**src/rtl/unpack.sv**
```systemverilog
// unpack: LinkC receive-side flit unpacker with flit-order/SN checking and a FWFT output FIFO.
// Build option: define DECRYPT_EN to XOR the encrypted section with key before the field split.
module unpack #(
    parameter int PAYLOAD_WIDTH   = 32,
    parameter int FLIT_TYPE_WIDTH = 2,
    parameter int XY_WIDTH        = 4,
    parameter int DEPTH           = 4,
    localparam int ENC_W          = PAYLOAD_WIDTH + 5 + FLIT_TYPE_WIDTH,
    localparam int FLIT_WIDTH     = ENC_W + 4*XY_WIDTH
) (
    input  logic                       clk,
    input  logic                       rst,
    input  logic [FLIT_WIDTH-1:0]      data_in,
    input  logic                       data_valid,
    output logic                       LinkC_Status_out,
    input  logic [ENC_W-1:0]           key,
    output logic [PAYLOAD_WIDTH-1:0]   payload_out,
    output logic [FLIT_TYPE_WIDTH-1:0] flit_type_out,
    output logic [4:0]                 SN_out,
    output logic [2*XY_WIDTH-1:0]      dest_out,
    output logic [2*XY_WIDTH-1:0]      src_out,
    output logic                       sn_err_out,
    output logic                       unpack_valid,
    input  logic                       unpack_ready,
    output logic                       proto_err
);

    localparam int AW      = $clog2(DEPTH);
    localparam int CW      = $clog2(DEPTH) + 1;
    localparam int XY2     = 2*XY_WIDTH;
    localparam int ENTRY_W = 1 + 2*XY2 + PAYLOAD_WIDTH + 5 + FLIT_TYPE_WIDTH;
    localparam logic [CW:0] DEPTH_OCC = DEPTH[CW:0];

    localparam logic [FLIT_TYPE_WIDTH-1:0] FT_HEAD_TAIL = FLIT_TYPE_WIDTH'(0);
    localparam logic [FLIT_TYPE_WIDTH-1:0] FT_HEAD      = FLIT_TYPE_WIDTH'(1);
    localparam logic [FLIT_TYPE_WIDTH-1:0] FT_BODY      = FLIT_TYPE_WIDTH'(2);

    typedef enum logic {IDLE = 1'b0, IN_PKT = 1'b1} state_t;

    state_t state_q, state_d;
    logic [4:0] exp_sn_q, exp_sn_d;

    logic                  vld_p1;
    logic [FLIT_WIDTH-1:0] flit_p1;
    logic                  accept;
    logic                  drop_busy;
    logic [CW:0]           occupancy;

    logic [ENC_W-1:0]           enc_p1;
    logic [PAYLOAD_WIDTH-1:0]   payload_p1;
    logic [4:0]                 sn_p1;
    logic [FLIT_TYPE_WIDTH-1:0] ft_p1;
    logic [XY2-1:0]             dest_p1;
    logic [XY2-1:0]             src_p1;
    logic                       is_head;
    logic [4:0]                 ref_sn;
    logic                       sn_err_p1;
    logic                       order_err;
    logic                       wr_en;
    logic                       rd_en;
    logic [ENTRY_W-1:0]         entry_p1;

    logic [ENTRY_W-1:0] mem [DEPTH];
    logic [AW-1:0]      wr_ptr_q, rd_ptr_q;
    logic [CW-1:0]      count_q;
    logic [ENTRY_W-1:0] head;

    // Busy is derived only from registers, so an accepted flit always finds a free FIFO slot
    assign occupancy        = {1'b0, count_q} + {{CW{1'b0}}, vld_p1};
    assign LinkC_Status_out = (occupancy >= DEPTH_OCC);
    assign accept           = data_valid && !LinkC_Status_out;
    assign drop_busy        = data_valid && LinkC_Status_out;

    // ---- stage 1: capture flit ----
    always_ff @(posedge clk) begin
        if (rst) begin
            vld_p1 <= 1'b0;
        end else begin
            vld_p1 <= accept;
        end
    end

    always_ff @(posedge clk) begin
        if (accept) begin
            flit_p1 <= data_in;
        end
    end

`ifdef DECRYPT_EN
    logic [ENC_W-1:0] key_p1;

    function automatic logic [ENC_W-1:0] decrypt(input logic [ENC_W-1:0] enc,
                                                 input logic [ENC_W-1:0] k);
        return enc ^ k;
    endfunction

    always_ff @(posedge clk) begin
        if (accept) begin
            key_p1 <= key;
        end
    end

    assign enc_p1 = decrypt(flit_p1[FLIT_WIDTH-1 -: ENC_W], key_p1);
`else
    logic unused_key;

    assign unused_key = ^key;
    assign enc_p1     = flit_p1[FLIT_WIDTH-1 -: ENC_W];
`endif

    // ---- stage 1 decode: split fields, check order and SN ----
    assign payload_p1 = enc_p1[ENC_W-1 -: PAYLOAD_WIDTH];
    assign sn_p1      = enc_p1[FLIT_TYPE_WIDTH +: 5];
    assign ft_p1      = enc_p1[FLIT_TYPE_WIDTH-1:0];
    assign dest_p1    = flit_p1[2*XY2-1 -: XY2];
    assign src_p1     = flit_p1[XY2-1:0];
    assign is_head    = (ft_p1 == FT_HEAD) || (ft_p1 == FT_HEAD_TAIL);

    always_ff @(posedge clk) begin
        if (rst) begin
            state_q  <= IDLE;
            exp_sn_q <= 5'd0;
        end else begin
            state_q  <= state_d;
            exp_sn_q <= exp_sn_d;
        end
    end

    // Every written flit resyncs expSN to its own SN+1, which covers both match and mismatch
    always_comb begin
        state_d  = state_q;
        exp_sn_d = exp_sn_q;
        if (vld_p1) begin
            if (ft_p1 == FT_HEAD) begin
                state_d  = IN_PKT;
                exp_sn_d = sn_p1 + 5'd1;
            end else if (ft_p1 == FT_HEAD_TAIL) begin
                state_d  = IDLE;
                exp_sn_d = sn_p1 + 5'd1;
            end else if (state_q == IN_PKT) begin
                exp_sn_d = sn_p1 + 5'd1;
                if (ft_p1 != FT_BODY) begin
                    state_d = IDLE;
                end
            end
        end
    end

    always_comb begin
        ref_sn    = is_head ? 5'd0 : exp_sn_q;
        sn_err_p1 = (sn_p1 != ref_sn);
        order_err = vld_p1 && ((state_q == IDLE) ? !is_head : is_head);
        wr_en     = vld_p1 && (is_head || (state_q == IN_PKT));
    end

    assign entry_p1 = {sn_err_p1, dest_p1, src_p1, payload_p1, sn_p1, ft_p1};

    always_ff @(posedge clk) begin
        if (rst) begin
            proto_err <= 1'b0;
        end else begin
            proto_err <= drop_busy || order_err;
        end
    end

    // ---- stage 2: FWFT output FIFO ----
    assign unpack_valid = (count_q != '0);
    assign rd_en        = unpack_valid && unpack_ready;

    always_ff @(posedge clk) begin
        if (rst) begin
            for (int i = 0; i < DEPTH; i++) begin
                mem[i] <= '0;
            end
            wr_ptr_q <= '0;
            rd_ptr_q <= '0;
            count_q  <= '0;
        end else begin
            if (wr_en) begin
                mem[wr_ptr_q] <= entry_p1;
                wr_ptr_q      <= wr_ptr_q + AW'(1);
            end
            if (rd_en) begin
                rd_ptr_q <= rd_ptr_q + AW'(1);
            end
            case ({wr_en, rd_en})
                2'b10:   count_q <= count_q + CW'(1);
                2'b01:   count_q <= count_q - CW'(1);
                default: count_q <= count_q;
            endcase
        end
    end

    assign head = mem[rd_ptr_q];
    assign {sn_err_out, dest_out, src_out, payload_out, SN_out, flit_type_out} = head;

endmodule

```
**config.mk**
```make
export PLATFORM = sky130hd
export DESIGN_NAME = unpack
export DESIGN_NICKNAME = d
export VERILOG_FILES = /design/src/rtl/unpack.sv
export SDC_FILE = /design/constraint.sdc
export NUM_CORES = 1
export LEC_CHECK = 0
export ABC_AREA = 1
export BUFFER_PORTS_ARGS = -buffer_cell sky130_fd_sc_hd__buf_2
export CAP_MARGIN = 0
export CORE_AREA = 2 2 153 184
export DETAILED_ROUTE_END_ITERATION = 8
export DIE_AREA = 0 0 155 186
export HOLD_SLACK_MARGIN = 0.05
export SLEW_MARGIN = 20
export SYNTH_ARGS = -nofsm -noshare
export SYNTH_HDL_FRONTEND = slang
export SYNTH_SLANG_ARGS = --single-unit
export TNS_END_PERCENT = 30
```
**constraint.sdc**
```tcl
create_clock -name clk -period 3.9 [get_ports clk]
set_input_delay 0.39 -clock clk [delete_from_list [all_inputs] [get_ports clk]]
set_output_delay 0.39 -clock clk [all_outputs]
set_load 0.02 [all_outputs]
```
==> load_flow_metrics.sql <==
INSERT INTO impl_metrics (metric_group, metric, value, unit) VALUES
('timing', 'slew-limit-headroom', '0.358', ''),
('die', 'start_util', '0.445', ''),
('placed_design', 'gp_congestion', '0.731', ''),
('power', 'sequential_power_share', '0.448', ''),
('clock_network', 'tritoncts', 'done', ''),
('synthesis', 'yosys_register_bits', '296', ''),
('final_layout', 'total_area_of_multi_input_combinational_cells', '0.00273', 'sq mm'),
('synthesis', 'synth_largest_type_area_fraction', '0.698', ''),
('route', 'via_density', '5.14', ''),
('worst_setup_path', 'worstSetupStartpointType', 'register', ''),
('hold_path', 'number_of_cells_traversed_by_the_worst_hold_path', '3', ''),
('synthesis', 'synth_area', '0.0120', 'sq mm'),
('clock_network', 'cts_resized', '0', ''),
('power', 'peakVddDrop', '423', 'uV'),
('timing', 'share_of_the_cycle_needed_by_the_critical_path_after_routing', '0.894', ''),
('final_layout', 'fin_area', '0.0144', 'sq mm'),
('synthesis', 'yosys_warnings', '0', ''),
('final_layout', 'layout-area-overhead-vs-synth', '19.6', '%'),
('synthesis', 'synthesis.area_per_instance', '11.6', 'sq um'),
('timing', 'final_hold_viol_count', '0', ''),
('clock_network', 'cts-root-buf', 'clkbuf_16', ''),
('route', 'detail-route-antenna-nets', '0', ''),
('die', 'design.die.area', '0.0288', 'sq mm'),
('timing', 'achievable-frequency', '287', 'MHz'),
('placed_design', 'post-place-ws', '963', 'ps'),
('synthesis', 'synthTopCellsByArea', 'edfxtp_1, nor2_1, o21ai_0, o22ai_1, dfxtp_1', ''),
('placed_design', 'cell_area_placed', '0.0128', 'sq mm'),
('placed_design', 'place.detailed.hpwl', '13300', 'um'),
('die', 'fp.dieH', '186', 'um'),
('global_routing', 'globalRouteTotalUtil', '0.186', ''),
('power', 'power_per_cell_area', '606', 'mW/mm^2'),
('global_routing', 'first_global_vias', '7971', ''),
('synthesis', 'basic_gate_share_of_the_synthesized_area_counting_and_or_nand_and_nor_cells', '0.132', ''),
('timing', 'finClkSkew', '11.2', 'ps'),
('synthesis', 'synth_top_family_by_area', 'simple AND/OR/NAND/NOR gates', ''),
('die', 'floorplan.rows', '66', ''),
('route', 'num_vias', '7945', ''),
('route', 'drtPass1Iterations', '5', ''),
('route', 'detail_route.iter0.violations', '601', ''),
('timing', 'final_count_of_negative_setup_slack_endpoints', '0', ''),
('timing', 'min_period', '3480', 'ps'),
('synthesis', 'synth_seq_area_share', '0.726', ''),
('synthesis', 'synth.distinct_cells', '26', ''),
('clock_network', 'clk_latency', '550', 'ps'),
('global_routing', 'grt_antenna_before_repair', '0', ''),
('timing', 'worst-slew-pin-transition', '962', 'ps'),
('global_routing', 'grt_start_max_net_pins', '61', ''),
('final_layout', 'insertedDiodeCount', '0', ''),
('die', 'core_area', '0.0270', 'sq mm'),
('power', 'clockPowerShare', '0.324', ''),
('final_layout', 'nFillCells', '2311', ''),
('clock_network', 'h_tree_lvls', '1', ''),
('outcome', 'result_of_the_run', 'complete, no violations', ''),
('power', 'p_switching', '2690', 'uW'),
('worst_setup_path', 'worst-setup-path-type', 'reg2out', ''),
('worst_setup_path', 'r2r_cells', '6', ''),
('worst_setup_path', 'timing.critical_path.required', '3510', 'ps'),
('final_layout', 'final_layout_size_suffix_gt1_frac', '0.161', ''),
('timing', 'slew_violations', '0', ''),
('route', 'drt_drc_violations_left', '0', ''),
('synthesis', 'synth_fa_ha_area_frac', '0.00479', ''),
('synthesis', 'synth_xor_area_frac', '0.00219', ''),
('route', 'drt-wirelength-per-cell', '17.5', 'um'),
('placed_design', 'buffers_added_on_ports', '117', ''),
('power', 'p_int', '6020', 'uW'),
('hold_path', 'worst_hold_path_type', 'in2reg', ''),
('worst_setup_path', 'cp_data_arrival_time', '3090', 'ps'),
('job', 'max-cap-violations', '0', ''),
('synthesis', 'synth_compound_gate_area_share', '0.0850', ''),
('worst_setup_path', 'type_of_destination_of_the_critical_path', 'primary output', ''),
('clock_network', 'clkTransAtPathRegs', '60', 'ps');
## state kept, by name, summed over array words and instances (netlist names), named ones only
| register | cells |
|---|---|
| rd_ptr_q | 2 |
| mem | 224 |
| state_q | 1 |
| vld_p1 | 1 |
| exp_sn_q | 5 |
| wr_ptr_q | 2 |
| count_q | 3 |
| proto_err | 1 |
| flit_p1 | 55 |
## cell usage after synthesis
| master | count |
|---|---|
| clkbuf_1 | 32 |
| dfxtp_1 | 17 |
| o21ai_0 | 120 |
| buf_4 | 1 |
| nor2_4 | 2 |
| edfxtp_1 | 279 |
| nor2_1 | 334 |
| nand4_1 | 2 |
| nand3_1 | 15 |
| xor2_1 | 3 |
| nor3_1 | 1 |
| inv_2 | 3 |
| buf_2 | 23 |
| a21oi_1 | 11 |
| or2_2 | 2 |
| buf_6 | 7 |
| ha_1 | 3 |
| inv_1 | 71 |
| nand2_2 | 2 |
| o22ai_1 | 56 |
| a21oi_2 | 1 |
| nor2_2 | 10 |
| fa_1 | 1 |
| nand2_1 | 34 |
| clkbuf_2 | 1 |
| a31oi_1 | 1 |
## what timing repair did
item	CTS	global route
hold endpoints to repair	54	1
hold buffers	54	1
setup buffers	0	0
setup endpoints to repair	0	0
## layout by cell type, fill, tap and decap left out, types with 4 or more instances in the layout
cell	netlist	layout
o22ai_1	56	56
inv_1	71	69
clkbuf_16	0	31
inv_2	3	4
edfxtp_1	279	279
a21oi_1	11	11
o21ai_0	120	120
nand2_1	34	30
buf_4	1	9
nand2_4	0	4
nor2_2	10	10
buf_2	23	117
nor2_1	334	333
dlygate4sd3_1	0	55
nand3_1	15	15
dfxtp_1	17	15
clkbuf_1	32	17
## layer usage
layer	wire length [um]	share of wire	GRT usage	vias up
met3	1390	0.051	0.0307	47
li1	-	-	-	3851
met4	671	0.025	0.0600	0
met5	0	0	0	-
met1	11500	0.43	0.229	3849
met2	13400	0.50	0.336	198
## final cells by class
class | instances | area share
tap | 340 | 0.0296
clock inverter | 7 | 0.00767
timing repair buffer | 183 | 0.0866
inverter | 74 | 0.0194
sequential | 296 | 0.607
clock buffer | 49 | 0.0594
multi-input combinational | 598 | 0.190
## kinds of logic (layout without fill, tap and decap cells)
kind of cell,after synthesis,after routing
AO/OA/AOI/OAI,189,189
AND/OR/NAND/NOR,402,402
flip-flops,296,296
buffers and inverters,138,313
XOR/XNOR,3,3
adder cells (fa/ha/maj),4,4
## worst max-delay path, stage by stage, from the launching register on
cell and delay, ps:
dfxtp_4 720, clkinv_2 780, buf_12 450, o21ai_0 230
o22ai_1 120, buf_2 180
## path summary, 6_finish.rpt
path	slack, ps	to	startpoint
setup / recovery	420	payload_out[24]	register
hold reg to reg	460	state_q	state_q
setup reg to reg	1470	mem[2][22]	flit_p1[17]
hold / removal	110	proto_err	data_valid
## through the flow
step                      power (uW)   util  std cells  hold WS, ps
after floorplan                 5230      -       1032          444
after global placement          5910  0.476       1436          455
after detailed placement        5930  0.476       1436          457
after CTS                       8780  0.531       1546         56.5
after global routing            9120  0.532       1547          137
final                           8710  0.532       1547          111
## power by group through the flow
| stage | logic, uW | registers, uW | clock network (uW) |
|---|---|---|---|
| floorplan | 1350 | 3880 | 0 |
| global placement | 1950 | 3960 | 0 |
| detailed placement | 1970 | 3960 | 0 |
| CTS | 2010 | 3900 | 2860 |
| global route | 2200 | 3920 | 2990 |
| finish | 1990 | 3900 | 2820 |
Note: power is estimated with default switching activity, not from simulation.
